## config.mk

```make
export PLATFORM = sky130hd
export DESIGN_NAME = regs_scoreboard
export DESIGN_NICKNAME = d
export VERILOG_FILES = /design/src/rtl/regs_scoreboard.sv
export SDC_FILE = /design/constraint.sdc
export NUM_CORES = 1
export LEC_CHECK = 0
export CAP_MARGIN = 15
export CORE_MARGIN = 4
export CORE_UTILIZATION = 46
export CTS_CLUSTER_SIZE = 28
export DETAILED_ROUTE_END_ITERATION = 16
export HOLD_SLACK_MARGIN = 0.03
export MAX_ROUTING_LAYER = met4
export PLACE_DENSITY = 0.82
export SYNTH_ARGS = -nofsm -noshare
export SYNTH_HDL_FRONTEND = slang
export SYNTH_SLANG_ARGS = --single-unit
```

## constraint.sdc

```tcl
create_clock -name clk -period 2.9 [get_ports clk]
set_clock_uncertainty 0.05 [all_clocks]
set_input_delay 0.435 -clock clk [delete_from_list [all_inputs] [get_ports clk]]
set_output_delay 0.435 -clock clk [all_outputs]
set_load 0.005 [all_outputs]
```

## src/rtl/regs_scoreboard.sv

```systemverilog
// Register hazard scoreboard with a round-robin arbiter for the shared
// register-file write port (wb0 = ALU, wb1 = LSU).
module regs_scoreboard #(
    parameter int REG_NUM = 32,
    parameter int REG_AW  = 5,
    parameter int XLEN    = 32
) (
    input  logic               clk,
    input  logic               rst,
    input  logic               issue_valid,
    input  logic [REG_AW-1:0]  issue_rs1,
    input  logic [REG_AW-1:0]  issue_rs2,
    input  logic               issue_rs1_en,
    input  logic               issue_rs2_en,
    input  logic [REG_AW-1:0]  issue_rd,
    input  logic               issue_rd_en,
    output logic               issue_ready,
    input  logic               wb0_valid,
    input  logic [REG_AW-1:0]  wb0_addr,
    input  logic [XLEN-1:0]    wb0_data,
    output logic               wb0_ready,
    input  logic               wb1_valid,
    input  logic [REG_AW-1:0]  wb1_addr,
    input  logic [XLEN-1:0]    wb1_data,
    output logic               wb1_ready,
    output logic               regs_write_en,
    output logic [REG_AW-1:0]  regs_write_addr,
    output logic [XLEN-1:0]    regs_write_data,
    output logic [REG_NUM-1:0] busy,
    output logic               wb_err
);

    logic [REG_NUM-1:0] busy_q, busy_d;
    logic               last_grant_q, last_grant_d;
    logic               we_q, we_d;
    logic [REG_AW-1:0]  waddr_q, waddr_d;
    logic [XLEN-1:0]    wdata_q, wdata_d;
    logic               wb_err_q, wb_err_d;

    logic               hz_rs1, hz_rs2, hz_rd;
    logic               issue_fire;
    logic               gnt0, gnt1, gnt_any;
    logic [REG_AW-1:0]  gnt_addr;
    logic [XLEN-1:0]    gnt_data;

    always_comb begin
        hz_rs1      = issue_rs1_en & busy_q[issue_rs1];
        hz_rs2      = issue_rs2_en & busy_q[issue_rs2];
        hz_rd       = issue_rd_en  & busy_q[issue_rd];
        issue_ready = ~(hz_rs1 | hz_rs2 | hz_rd);
        issue_fire  = issue_valid & issue_ready & issue_rd_en
                    & (issue_rd != '0);
    end

    // On contention the requester that did not win last time is granted.
    always_comb begin
        gnt0 = 1'b0;
        gnt1 = 1'b0;
        unique case (1'b1)
            (wb0_valid & ~wb1_valid): gnt0 = 1'b1;
            (~wb0_valid & wb1_valid): gnt1 = 1'b1;
            (wb0_valid & wb1_valid): begin
                gnt0 = last_grant_q;
                gnt1 = ~last_grant_q;
            end
            default: ;
        endcase
        gnt_any  = gnt0 | gnt1;
        gnt_addr = gnt1 ? wb1_addr : wb0_addr;
        gnt_data = gnt1 ? wb1_data : wb0_data;
    end

    always_comb begin
        busy_d = busy_q;
        if (we_q) begin
            busy_d[waddr_q] = 1'b0;
        end
        if (issue_fire) begin
            busy_d[issue_rd] = 1'b1;
        end
        busy_d[0] = 1'b0;
    end

    always_comb begin
        last_grant_d = last_grant_q;
        we_d         = gnt_any;
        waddr_d      = waddr_q;
        wdata_d      = wdata_q;
        wb_err_d     = wb_err_q;
        if (gnt_any) begin
            last_grant_d = gnt1;
            waddr_d      = gnt_addr;
            wdata_d      = gnt_data;
            // x0 writes are harmless; anything else must have been pending
            if ((gnt_addr != '0) && !busy_q[gnt_addr]) begin
                wb_err_d = 1'b1;
            end
        end
    end

    always_ff @(posedge clk or negedge rst) begin
        if (!rst) begin
            busy_q       <= '0;
            last_grant_q <= 1'b1;
            we_q         <= 1'b0;
            waddr_q      <= '0;
            wdata_q      <= '0;
            wb_err_q     <= 1'b0;
        end else begin
            busy_q       <= busy_d;
            last_grant_q <= last_grant_d;
            we_q         <= we_d;
            waddr_q      <= waddr_d;
            wdata_q      <= wdata_d;
            wb_err_q     <= wb_err_d;
        end
    end

    assign wb0_ready       = gnt0;
    assign wb1_ready       = gnt1;
    assign regs_write_en   = we_q;
    assign regs_write_addr = waddr_q;
    assign regs_write_data = wdata_q;
    assign busy            = busy_q;
    assign wb_err          = wb_err_q;

endmodule

```

==> results of run 1 <==
[worst min path at each step]
stage	startpoint	endpoint	slack, ns	depth (start not counted)
final	rst	regs_write_data[25]	0.17	1
after global routing	rst	regs_write_data[20]	0.23	1
after CTS	rst	regs_write_data[24]	0.19	1
after detailed placement	wb_err	wb_err	0.43	1
after global placement	wb_err	wb_err	0.43	1
after floorplan	rst	busy[10]	0.09	0
[cell usage in the layout, fill, tap and decap left out, drive strengths merged, types with 3 or more instances in the layout]
cell type / Yosys / routed
or3b: 4 / 4
mux2i: 11 / 11
clkbuf: 24 / 12
buf: 14 / 48
nand2b: 36 / 36
a22oi: 9 / 9
nand3b: 9 / 9
and2b: 3 / 3
mux4: 21 / 21
dlygate4sd2: 0 / 5
a221oi: 9 / 9
and2: 6 / 6
a21oi: 76 / 76
nand2: 47 / 47
o211ai: 3 / 3
nand4: 4 / 4
nor2b: 7 / 7
nor2: 12 / 12
o21ai: 98 / 98
clkdlybuf4s50: 0 / 160
a31oi: 3 / 3
nand3: 4 / 4
a22o: 3 / 3
dfrtp: 70 / 70
a211oi: 5 / 5
inv: 14 / 14
clkinv: 1 / 3
[per-layer routing]
metal,part of all wire,track usage,vias up,wire length (um)
li1,-,-,2285,-
met4,0.036,0.126,0,643
met2,0.49,0.507,313,8950
met5,0,-,-,0
met3,0.10,0.0793,68,1850
met1,0.37,0.369,2399,6650
[flip-flops by register name (all words and copies together), names as in the netlist]
signal	flops
regs_write_data	32
regs_write_addr	5
wb_err	1
busy	31
regs_write_en	1
last_grant_q	1
[cells by family after synthesis]
kind of cell / after synthesis / share of synthesized area
compound gates: 220 / 0.269
simple gates: 137 / 0.173
flops: 71 / 0.378
buf+inv: 53 / 0.0468
mux: 34 / 0.133
other cells: 1 / 0.000797
[stage by stage]
stage | area (um^2) | total power [uW] | std cells | utilization
2_1_floorplan | 4710 | 2500 | 516 | -
3_3_place_gp | 6710 | 3750 | 818 | 0.680
3_5_place_dp | 6710 | 3810 | 818 | 0.680
4_1_cts | 7090 | 4820 | 843 | 0.719
5_1_grt | 7100 | 5060 | 844 | 0.719
6_report | 7100 | 4850 | 844 | 0.719
[what timing repair did]
item,4_1_cts,5_1_grt
setup buffers,7,0
resized for setup,31,0
endpoints found under the setup margin,1,0
hold buffers,0,0
[critical path: cells and delay by family]
family	cells	cell delay, ns
buffers and inverters	3	0.93
multiplexers	1	0.09
AO/OA/AOI/OAI	4	0.87
[power by group through the flow]
stage                     sequential (uW)  combinational [uW]  clock [uW]
final                                1880                2090         875
after global routing                 1890                2250         922
after CTS                            1840                2090         885
after detailed placement             1860                1950           0
after global placement               1860                1890           0
after floorplan                      1580                 926           0
[cell type report]
cell class,count,area [um^2]
clock buffer,12,145
fill,697,2770
tap,133,166
clock inverter,4,70.1
antenna,1,2.50
timing repair buffer,216,2120
multi-input combinational,392,2740
inverter,15,56.3
sequential,71,1790
==> impl_metrics.py, run 1 <==
metrics = {
    "global_routing": {
        "grt_pass1_vias": 5226,
        "grt_max_degree": 67,
        "grt_pass1_wl_um": 27300,
        "grt_use_total": 0.311,
        "antenna_found_initial": 1,
        "gr-total-overflow": 0,
    },
    "finish": {
        "drive_gt1_frac": 0.158,
        "syn_to_final_growth_pct": 50.8,
        "fin_nets": 802,
    },
    "pwr": {
        "power_density_nw_per_um2": 683,
        "swShare": 0.366,
        "p_seq_frac": 0.387,
        "power_frac_comb": 0.432,
        "power.switching_uw": 1770,
        "ir_drop_mv": 0.422,
        "p_leak_uw": 0.00279,
        "pwr-share-clk": 0.181,
        "internal-power_uw": 3070,
    },
    "yosys": {
        "avgSynthCellArea_um2": 9.12,
        "synth_nets": 613,
        "ys_warn_count": 0,
        "synthCells": 516,
        "synthMostInstantiatedCell": "a21oi_1",
        "synth_edf_count": 0,
        "synth.area.top_cells": "dfrtp_1 37%, a21oi_1 8.1%, mux4_2 7.7%",
        "syn_area_um2": 4710,
        "ys.flop_type": "dfrtp_1",
        "yosysTopAreaCellShare": 0.372,
        "synth-seq-cells": 71,
        "seq_area_frac_synth": 0.378,
        "synthArstFlopShare": 1.00,
        "yosysTopAreaCell": "dfrtp_1",
        "yosys-top-cells-count": "76 x a21oi_1, 70 x dfrtp_1, 67 x o21ai_0",
        "synth.distinct_cells": 53,
    },
    "worst_setup_path": {
        "path_cells": "clkdlybuf4s50_1 > buf_2 > mux2i_1 > a211o_1 > a32oi_1 > a32oi_4 > o21a_1 > dlygate4sd2_1",
        "crit_path_start": "issue_rs2[2]",
        "critPathMaxFanout": 4,
        "cp.arrival_ns": 2.32,
        "endpoint": "issue_ready",
        "slowest_delay_ns": 0.50,
        "reg2reg_to": "wb_err",
        "reg2reg_depth": 6,
        "cp.required_ns": 2.41,
        "path_class": "input pin to output pin",
        "cp_slowest_cell": "clkdlybuf4s50_1",
        "r2r_setup_slack_ns": 0.50,
        "worstSetupStartpointType": "input pin",
        "r2r-start": "last_grant_q",
        "cp-end-kind": "output pin",
    },
    "placed_design": {
        "place.gp.congestion": 0.952,
        "dpl_worst_slack_ns": -0.497,
        "portBuffers": 169,
        "place.detailed.hpwl_um": 13200,
    },
    "timing": {
        "fin_crit_sh": 0.967,
        "slew_violations": 0,
        "setup_viol": 0,
        "max_freq_mhz": 357,
        "hold_viol": 0,
        "fin_crit_ns": 2.80,
        "tightestPinTransition_ns": 0.902,
        "setup_slack_ns": 0.0965,
        "rsz0062_at_grt": "false",
        "setup_tns_ns": 0,
        "relSlewSlack": 0.399,
        "worst_hold_slack_ns": 0.173,
    },
    "floorplanning": {
        "start_util": 0.477,
        "dieArea_um2": 11900,
        "io_pins": 171,
        "row_count": 36,
        "fp.dieH_um": 109,
        "die_x_um": 109,
        "core_um2": 9860,
    },
    "cts": {
        "cts_buffers": 9,
        "clkTransAtPathRegs_ns": 0.07,
        "cts.sinks": 71,
        "clockRootBuffer": "clkbuf_8",
        "cts_tree": "done",
        "clk_latency_ns": 0.34,
        "htree_levels": 3,
        "clockBufferDepth": 2,
    },
    "route": {
        "final_antenna_net_count": 0,
        "wl_per_cell_um": 21.4,
        "finalWirelength_um": 18100,
        "drtIter0Drc": 507,
        "dr.pass1.iters": 7,
        "routed-via-count": 5065,
        "drc_errors": 0,
        "via_per_inst": 6.00,
    },
    "min_path": {
        "hold_path.class": "input pin to async pin",
    },
    "run": {
        "drv_cap": 0,
    },
    "status": {
        "status": "finished, final reports clean",
    },
}
No activity file was read; power rests on OpenSTA's default activity.
==> run 2: changes to the inputs <==
Settings changed: CTS_CLUSTER_DIAMETER set to 200.
==> results of run 2 <==
No change in the layout: final DEF, timing and power equal those of run 1.
